===== config.mk =====
export PLATFORM = sky130hd
export DESIGN_NAME = ram_param_flat
export DESIGN_NICKNAME = d
export VERILOG_FILES = /design/src/rtl/ram_param_if.sv /design/src/rtl/ram_param.sv /design/src/flat_wrapper.sv
export SDC_FILE = /design/constraint.sdc
export NUM_CORES = 1
export LEC_CHECK = 0
export ABC_AREA = 1
export ABC_CLOCK_PERIOD_IN_PS = 2300
export CORE_ASPECT_RATIO = 0.75
export CORE_MARGIN = 5
export CORE_UTILIZATION = 55
export CTS_BUF_LIST = sky130_fd_sc_hd__clkbuf_4 sky130_fd_sc_hd__clkbuf_8
export CTS_CLUSTER_SIZE = 25
export DETAILED_ROUTE_END_ITERATION = 7
export PLACE_DENSITY = 0.77
export SKIP_CTS_REPAIR_TIMING = 1
export SLEW_MARGIN = 15
export SYNTH_ARGS = -nofsm -noshare
export SYNTH_HDL_FRONTEND = slang
export SYNTH_SLANG_ARGS = --single-unit

===== constraint.sdc =====
create_clock -name clk -period 2.3 [get_ports clk]
set_clock_uncertainty 0.1 [all_clocks]
set_input_delay 0.69 -clock clk [delete_from_list [all_inputs] [get_ports clk]]
set_output_delay 0.69 -clock clk [all_outputs]
set_load 0.01 [all_outputs]

===== src/rtl/ram_param_if.sv =====
// ram_param_if: access/fill bus for ram_param.
//   master : drives en, r_w, addr, in1, fill, fill_data; observes out1,
//            out_valid, busy, ready
//   slave  : the RAM side of the same signals
interface ram_param_if #(
  parameter int WIDTH = 4,
  parameter int DEPTH = 8
);
  localparam int ADDR_W = $clog2(DEPTH);

  logic              en;
  logic              r_w;
  logic [ADDR_W-1:0] addr;
  logic [WIDTH-1:0]  in1;
  logic [WIDTH-1:0]  out1;
  logic              out_valid;
  logic              fill;
  logic [WIDTH-1:0]  fill_data;
  logic              busy;
  logic              ready;

  modport master (
    output en, r_w, addr, in1, fill, fill_data,
    input  out1, out_valid, busy, ready
  );

  modport slave (
    input  en, r_w, addr, in1, fill, fill_data,
    output out1, out_valid, busy, ready
  );
endinterface


===== src/rtl/ram_param.sv =====
// ram_param: WIDTH x DEPTH single-port synchronous RAM with a registered
// read (plus one-cycle valid pulse), async whole-array clear and a fill
// engine that writes one captured constant to every word, one per cycle.
// Ports:
//   clk   : clock, all state changes on the rising edge except clear
//   clear : asynchronous active-low reset, zeroes the array
//   bus   : ram_param_if.slave (en, r_w, addr, in1, out1, out_valid,
//           fill, fill_data, busy, ready)
//
// state  | meaning
// IDLE   | accepts reads, writes and fill requests; ready=1
// FILL   | writing r_fill_val to r_fill_cnt each cycle; busy=1
module ram_param #(
  parameter int WIDTH = 4,
  parameter int DEPTH = 8
) (
  input logic        clk,
  input logic        clear,
  ram_param_if.slave bus
);
  localparam int ADDR_W = $clog2(DEPTH);

  localparam logic [0:0] S_IDLE = 1'b0;
  localparam logic [0:0] S_FILL = 1'b1;

  localparam logic [ADDR_W-1:0] LAST_ADDR = ADDR_W'(DEPTH - 1);
  localparam logic [ADDR_W:0]   DEPTH_W   = (ADDR_W + 1)'(DEPTH);

  logic [WIDTH-1:0]  r_mem [DEPTH];
  logic [0:0]        r_state;
  logic [ADDR_W-1:0] r_fill_cnt;
  logic [WIDTH-1:0]  r_fill_val;
  logic [WIDTH-1:0]  r_out1;
  logic              r_out_valid;

  logic w_idle;
  logic w_in_range;

  assign w_idle     = (r_state == S_IDLE);
  // Only matters for non-power-of-2 DEPTH; otherwise always true.
  assign w_in_range = ({1'b0, bus.addr} < DEPTH_W);

  assign bus.out1      = r_out1;
  assign bus.out_valid = r_out_valid;
  assign bus.busy      = ~w_idle;
  assign bus.ready     = w_idle;

  always_ff @(posedge clk or negedge clear) begin
    if (!clear) begin
      for (int i = 0; i < DEPTH; i++) r_mem[i] <= '0;
      r_state     <= S_IDLE;
      r_fill_cnt  <= '0;
      r_fill_val  <= '0;
      r_out1      <= '0;
      r_out_valid <= 1'b0;
    end else begin
      r_out_valid <= 1'b0;
      if (r_state == S_IDLE) begin
        // fill wins over a simultaneous access; the access is dropped
        if (bus.fill) begin
          r_state    <= S_FILL;
          r_fill_cnt <= '0;
          r_fill_val <= bus.fill_data;
        end else if (bus.en && bus.r_w) begin
          if (w_in_range) r_mem[bus.addr] <= bus.in1;
        end else if (bus.en) begin
          r_out_valid <= 1'b1;
          r_out1      <= w_in_range ? r_mem[bus.addr] : '0;
        end
      end else begin
        r_mem[r_fill_cnt] <= r_fill_val;
        if (r_fill_cnt == LAST_ADDR) begin
          r_state    <= S_IDLE;
          r_fill_cnt <= '0;
        end else begin
          r_fill_cnt <= r_fill_cnt + 1'b1;
        end
      end
    end
  end
endmodule


===== src/flat_wrapper.sv =====
// flat-port wrapper written by rule: the top's interface ports become plain ports
module ram_param_flat 
#(
  parameter int WIDTH = 4,
  parameter int DEPTH = 8
)
  (clk, clear, bus_en, bus_r_w, bus_addr, bus_in1, bus_fill, bus_fill_data, bus_out1, bus_out_valid, bus_busy, bus_ready);
  ram_param_if #(.WIDTH(WIDTH), .DEPTH(DEPTH)) bus_i ();
  input logic clk;
  input logic clear;
  input wire logic [$bits(bus_i.en)-1:0] bus_en;
  input wire logic [$bits(bus_i.r_w)-1:0] bus_r_w;
  input wire logic [$bits(bus_i.addr)-1:0] bus_addr;
  input wire logic [$bits(bus_i.in1)-1:0] bus_in1;
  input wire logic [$bits(bus_i.fill)-1:0] bus_fill;
  input wire logic [$bits(bus_i.fill_data)-1:0] bus_fill_data;
  output wire logic [$bits(bus_i.out1)-1:0] bus_out1;
  output wire logic [$bits(bus_i.out_valid)-1:0] bus_out_valid;
  output wire logic [$bits(bus_i.busy)-1:0] bus_busy;
  output wire logic [$bits(bus_i.ready)-1:0] bus_ready;
  assign bus_i.en = bus_en;
  assign bus_i.r_w = bus_r_w;
  assign bus_i.addr = bus_addr;
  assign bus_i.in1 = bus_in1;
  assign bus_i.fill = bus_fill;
  assign bus_i.fill_data = bus_fill_data;
  assign bus_out1 = bus_i.out1;
  assign bus_out_valid = bus_i.out_valid;
  assign bus_busy = bus_i.busy;
  assign bus_ready = bus_i.ready;
  ram_param #(.WIDTH(WIDTH), .DEPTH(DEPTH)) u_core (.clk(clk), .clear(clear), .bus(bus_i));
endmodule

==> results.txt <==
----------------------------------------------------
[Global route]
  Number of global-route vias before repair ... ~2,400
  Largest net degree at the start of global routing ... 20
  Wire length of the first global-routing pass ... between 10 and 15 mm
  Antenna violations before repair ... 0
  Overflow after GRT ... 0
  Global router's overall resource usage ... between 20 and 25%

[Synth]
  Syn Area/Cell ... about 7.1 um2
  Post-Synthesis Cells ... 370
  Number of enable-type register cells in the synthesized netlist ... 0
  Area contributors post-synth ... dfrtp_1, nand2_1, nand3_1, o21ai_0, inv_1
  Cell area after synthesis ... approximately 2600 um2
  Fraction of registers with async set or reset after synthesis ... 100.0%
  Top cells by count, synth ... nand2_1, dfrtp_1, nand3_1
  Portion of synthesized cell area occupied by the leading cell type ... between 40% and 50%
  Synthesized Nets ... 388
  Yosys reg bits ... 45
  Unique cell type count in the Yosys netlist ... 22
  Count of yosys warnings during synthesis ... 0
  Area leader, netlist ... dfrtp_1
  Seq/Total Area, Yosys ... between 40% and 50%
  Top flip-flop cell by instance count after synthesis ... dfrtp_1
  Most frequent cell after synthesis ... nand2_1

[STA]
  Number of max-slew violations in the final report ... 0
  Final Hold Viols ... 0
  Tightest Pin Transition ... between 0.4 and 0.5 ns
  Slew headroom ... roughly 71%
  RSZ-0062 raised after global routing ... no
  Total Neg Setup Slack ... 0 ns
  Final Critical Period ... 2.154 ns
  Final setup violation count ... 0
  Share of the cycle needed by the critical path after routing ... roughly 94%
  Peak clock frequency supported by timing ... approximately 0.46 GHz

[Detailed routing]
  Post-detailed-route wirelength per cell ... about 14 um
  Number of remaining DRC errors ... 0
  Count of antenna-violating nets left after detailed routing ... 0
  Total Routed Length ... approximately 6.7 mm
  Number of optimization iterations in the first detailed-route pass ... 6
  Vias after detailed routing ... 2,556
  Starting DRC count in detailed routing ... between 200 and 250
  Vias per std cell ... between 5 and 6

[Worst setup path]
  Capturing element type of the critical path ... primary output
  Critical path data required time ... around 1.5 ns
  Reg-to-reg critical path startpoint ... u_core.r_fill_cnt[0]$_DFFE_PN0P_
  Number of cells traversed by the worst register-to-register path ... 5
  Largest fanout of any net on the critical path ... 8
  Capture instance of the worst register-to-register path ... u_core.r_mem[4]$_DFFE_PN0P_
  Launch point of the critical path ... u_core.bus.busy$_DFF_PN0_
  Worst Setup EP ... bus_ready
  Startpoint Class ... register
  R2R Setup Slk ... around 0.63 ns
  Worst EP arrival ... 1.36 ns
  Worst setup path class ... register to primary output

[Die]
  Initial core utilization ... around 58%
  Total die area ... 6269 um2
  Floorplan row count ... 21
  I/O pin count ... 23
  Die H ... ~70 um
  Core region area ... 4546 um2
  Die boundary width ... around 90 um

[Clock tree]
  Sinks on Clock Net ... 45
  Skew-Pair Late Insertion Delay ... just under 0.3 ns
  Root buf cell ... clkbuf_8
  CTS Buffer Depth ... 2
  Clock buffers created by TritonCTS ... 5
  Clock-pin slew on the worst setup and hold paths ... 0.08 ns
  TritonCTS clock tree ... built
  CTS H-Tree Depth ... 2

[Power]
  Final Total Pwr ... between 3000 and 4000 uW
  PwrDens ... approximately 1000 nW/um2
  Reported leakage power ... 0.001516 uW
  Worst IR Drop VDD ... between 0.6 and 0.7 mV

[Status]
  Status ... completed

[Place]
  Routability congestion estimate ... about 0.87
  Count of buffers inserted at the top-level ports ... 22
  Dpl hpwl ... approximately 5 mm

[Cells and area]
  Antenna diodes ... 0
  Area taken by multi-input logic gates ... around 1300 um2
  Sequential cell area ... about 1100 um2
  Number of nets in the layout ... between 400 and 500
  Synthesis-to-layout area growth ... 16.92%
  Filler Cells Inserted ... around 390
  Share of cells above drive strength 1 ... about a tenth

[Min path]
  Type of the most critical hold path ... input pin to asynchronous set/reset pin

[Run]
  Max-capacitance violation count ... 0

----------------------------------------------------
[metal layers]
layer / GRT usage (%) / wire [um]
met1: 31.83 / 3142
met2: 32.31 / 2919
met3: 3.905 / 481
met4: 6.711 / 108
met5: 0 / 0
[placed cells by master (no fill, tap or decap)]
| cell | count |
|---|---|
| inv_1 | 41 |
| ha_1 | 2 |
| nand4_1 | 1 |
| clkinv_2 | 2 |
| mux2_2 | 4 |
| dfrtp_1 | 45 |
| nand3_1 | 43 |
| bufinv_16 | 1 |
| o21ai_1 | 9 |
| nor2_1 | 10 |
| inv_2 | 6 |
| or2_4 | 1 |
| nand2_1 | 141 |
| clkbuf_8 | 5 |
| clkdlybuf4s50_1 | 21 |
| or2_2 | 1 |
| nand2_2 | 5 |
| buf_4 | 12 |
| o21ai_0 | 32 |
| nand3_2 | 1 |
| nand4_4 | 1 |
| buf_2 | 1 |
| nand2_4 | 1 |
| o22ai_1 | 17 |
| nor2_4 | 2 |
[cell type report]
| cell class | count | share of cell area [%] |
|---|---|---|
| repair buffers | 34 | 9.947 |
| clock inverters | 2 | 1.141 |
| clock buffers | 5 | 2.242 |
| inverters | 48 | 5.911 |
| flip-flops and latches | 45 | 36.69 |
| well taps | 57 | 2.324 |
| multi-input cells | 271 | 41.74 |
[worst max-delay path, cell delays in order, from the launching register on]
cell,delay [ns]
dfrtp_1,0.41
inv_2,0.12
clkdlybuf4s50_1,0.55
[power breakdown]
group          switching, uW  total, uW  internal [uW]
Clock                    259        575            316
Sequential               202       1310           1110
Combinational            862       1340            478
[kinds of logic after synthesis]
family                     after synthesis  share of synthesized area (%)
muxes                                    4                          1.716
AOI/OAI and AO/OA                       58                          11.87
and+or+nand+nor                        207                          34.27
buffers and inverters                   54                          8.293
adders and majority gates                2                         0.9531
DFF                                     45                          42.90
[registers in the layout (all words and copies together), names as in the netlist]
| register | flops |
|---|---|
| u_core.bus.busy | 1 |
| u_core.bus.out_valid | 1 |
| u_core.bus.out1 | 4 |
| u_core.r_mem | 32 |
| u_core.r_fill_cnt | 3 |
| u_core.r_fill_val | 4 |
[how the worst min path moves through the flow]
stage                                   startpoint                                to  slack [ns]  depth (start not counted)
finish                                       clear  u_core.r_fill_val[2]$_DFFE_PN0P_        0.21                          1
global placement    u_core.bus.out1[0]$_DFFE_PN0P_    u_core.bus.out1[0]$_DFFE_PN0P_        0.37                          2
global route                                 clear       u_core.r_mem[8]$_DFFE_PN0P_        0.24                          1
floorplan                                    clear         u_core.bus.busy$_DFF_PN0_        0.29                          0
detailed placement  u_core.bus.out1[0]$_DFFE_PN0P_    u_core.bus.out1[0]$_DFFE_PN0P_        0.37                          2
CTS                                          clear  u_core.r_fill_val[2]$_DFFE_PN0P_        0.22                          1
[through the flow]
| step | util (%) | setup WS [ns] | instances | cell area (um2) | hold WS, ns |
|---|---|---|---|---|---|
| 2_1_floorplan | - | 0.7220 | 370 | 2625 | 0.2944 |
| 3_3_place_gp | 65.24 | 0.02625 | 455 | 2965 | 0.3666 |
| 3_5_place_dp | 65.24 | 0.04638 | 455 | 2965 | 0.3674 |
| 4_1_cts | 67.52 | 0.1363 | 462 | 3069 | 0.2164 |
| 5_1_grt | 67.52 | 0.09049 | 462 | 3069 | 0.2361 |
| 6_report | 67.52 | 0.1460 | 462 | 3069 | 0.2058 |
(Power assumes the default switching activity.)
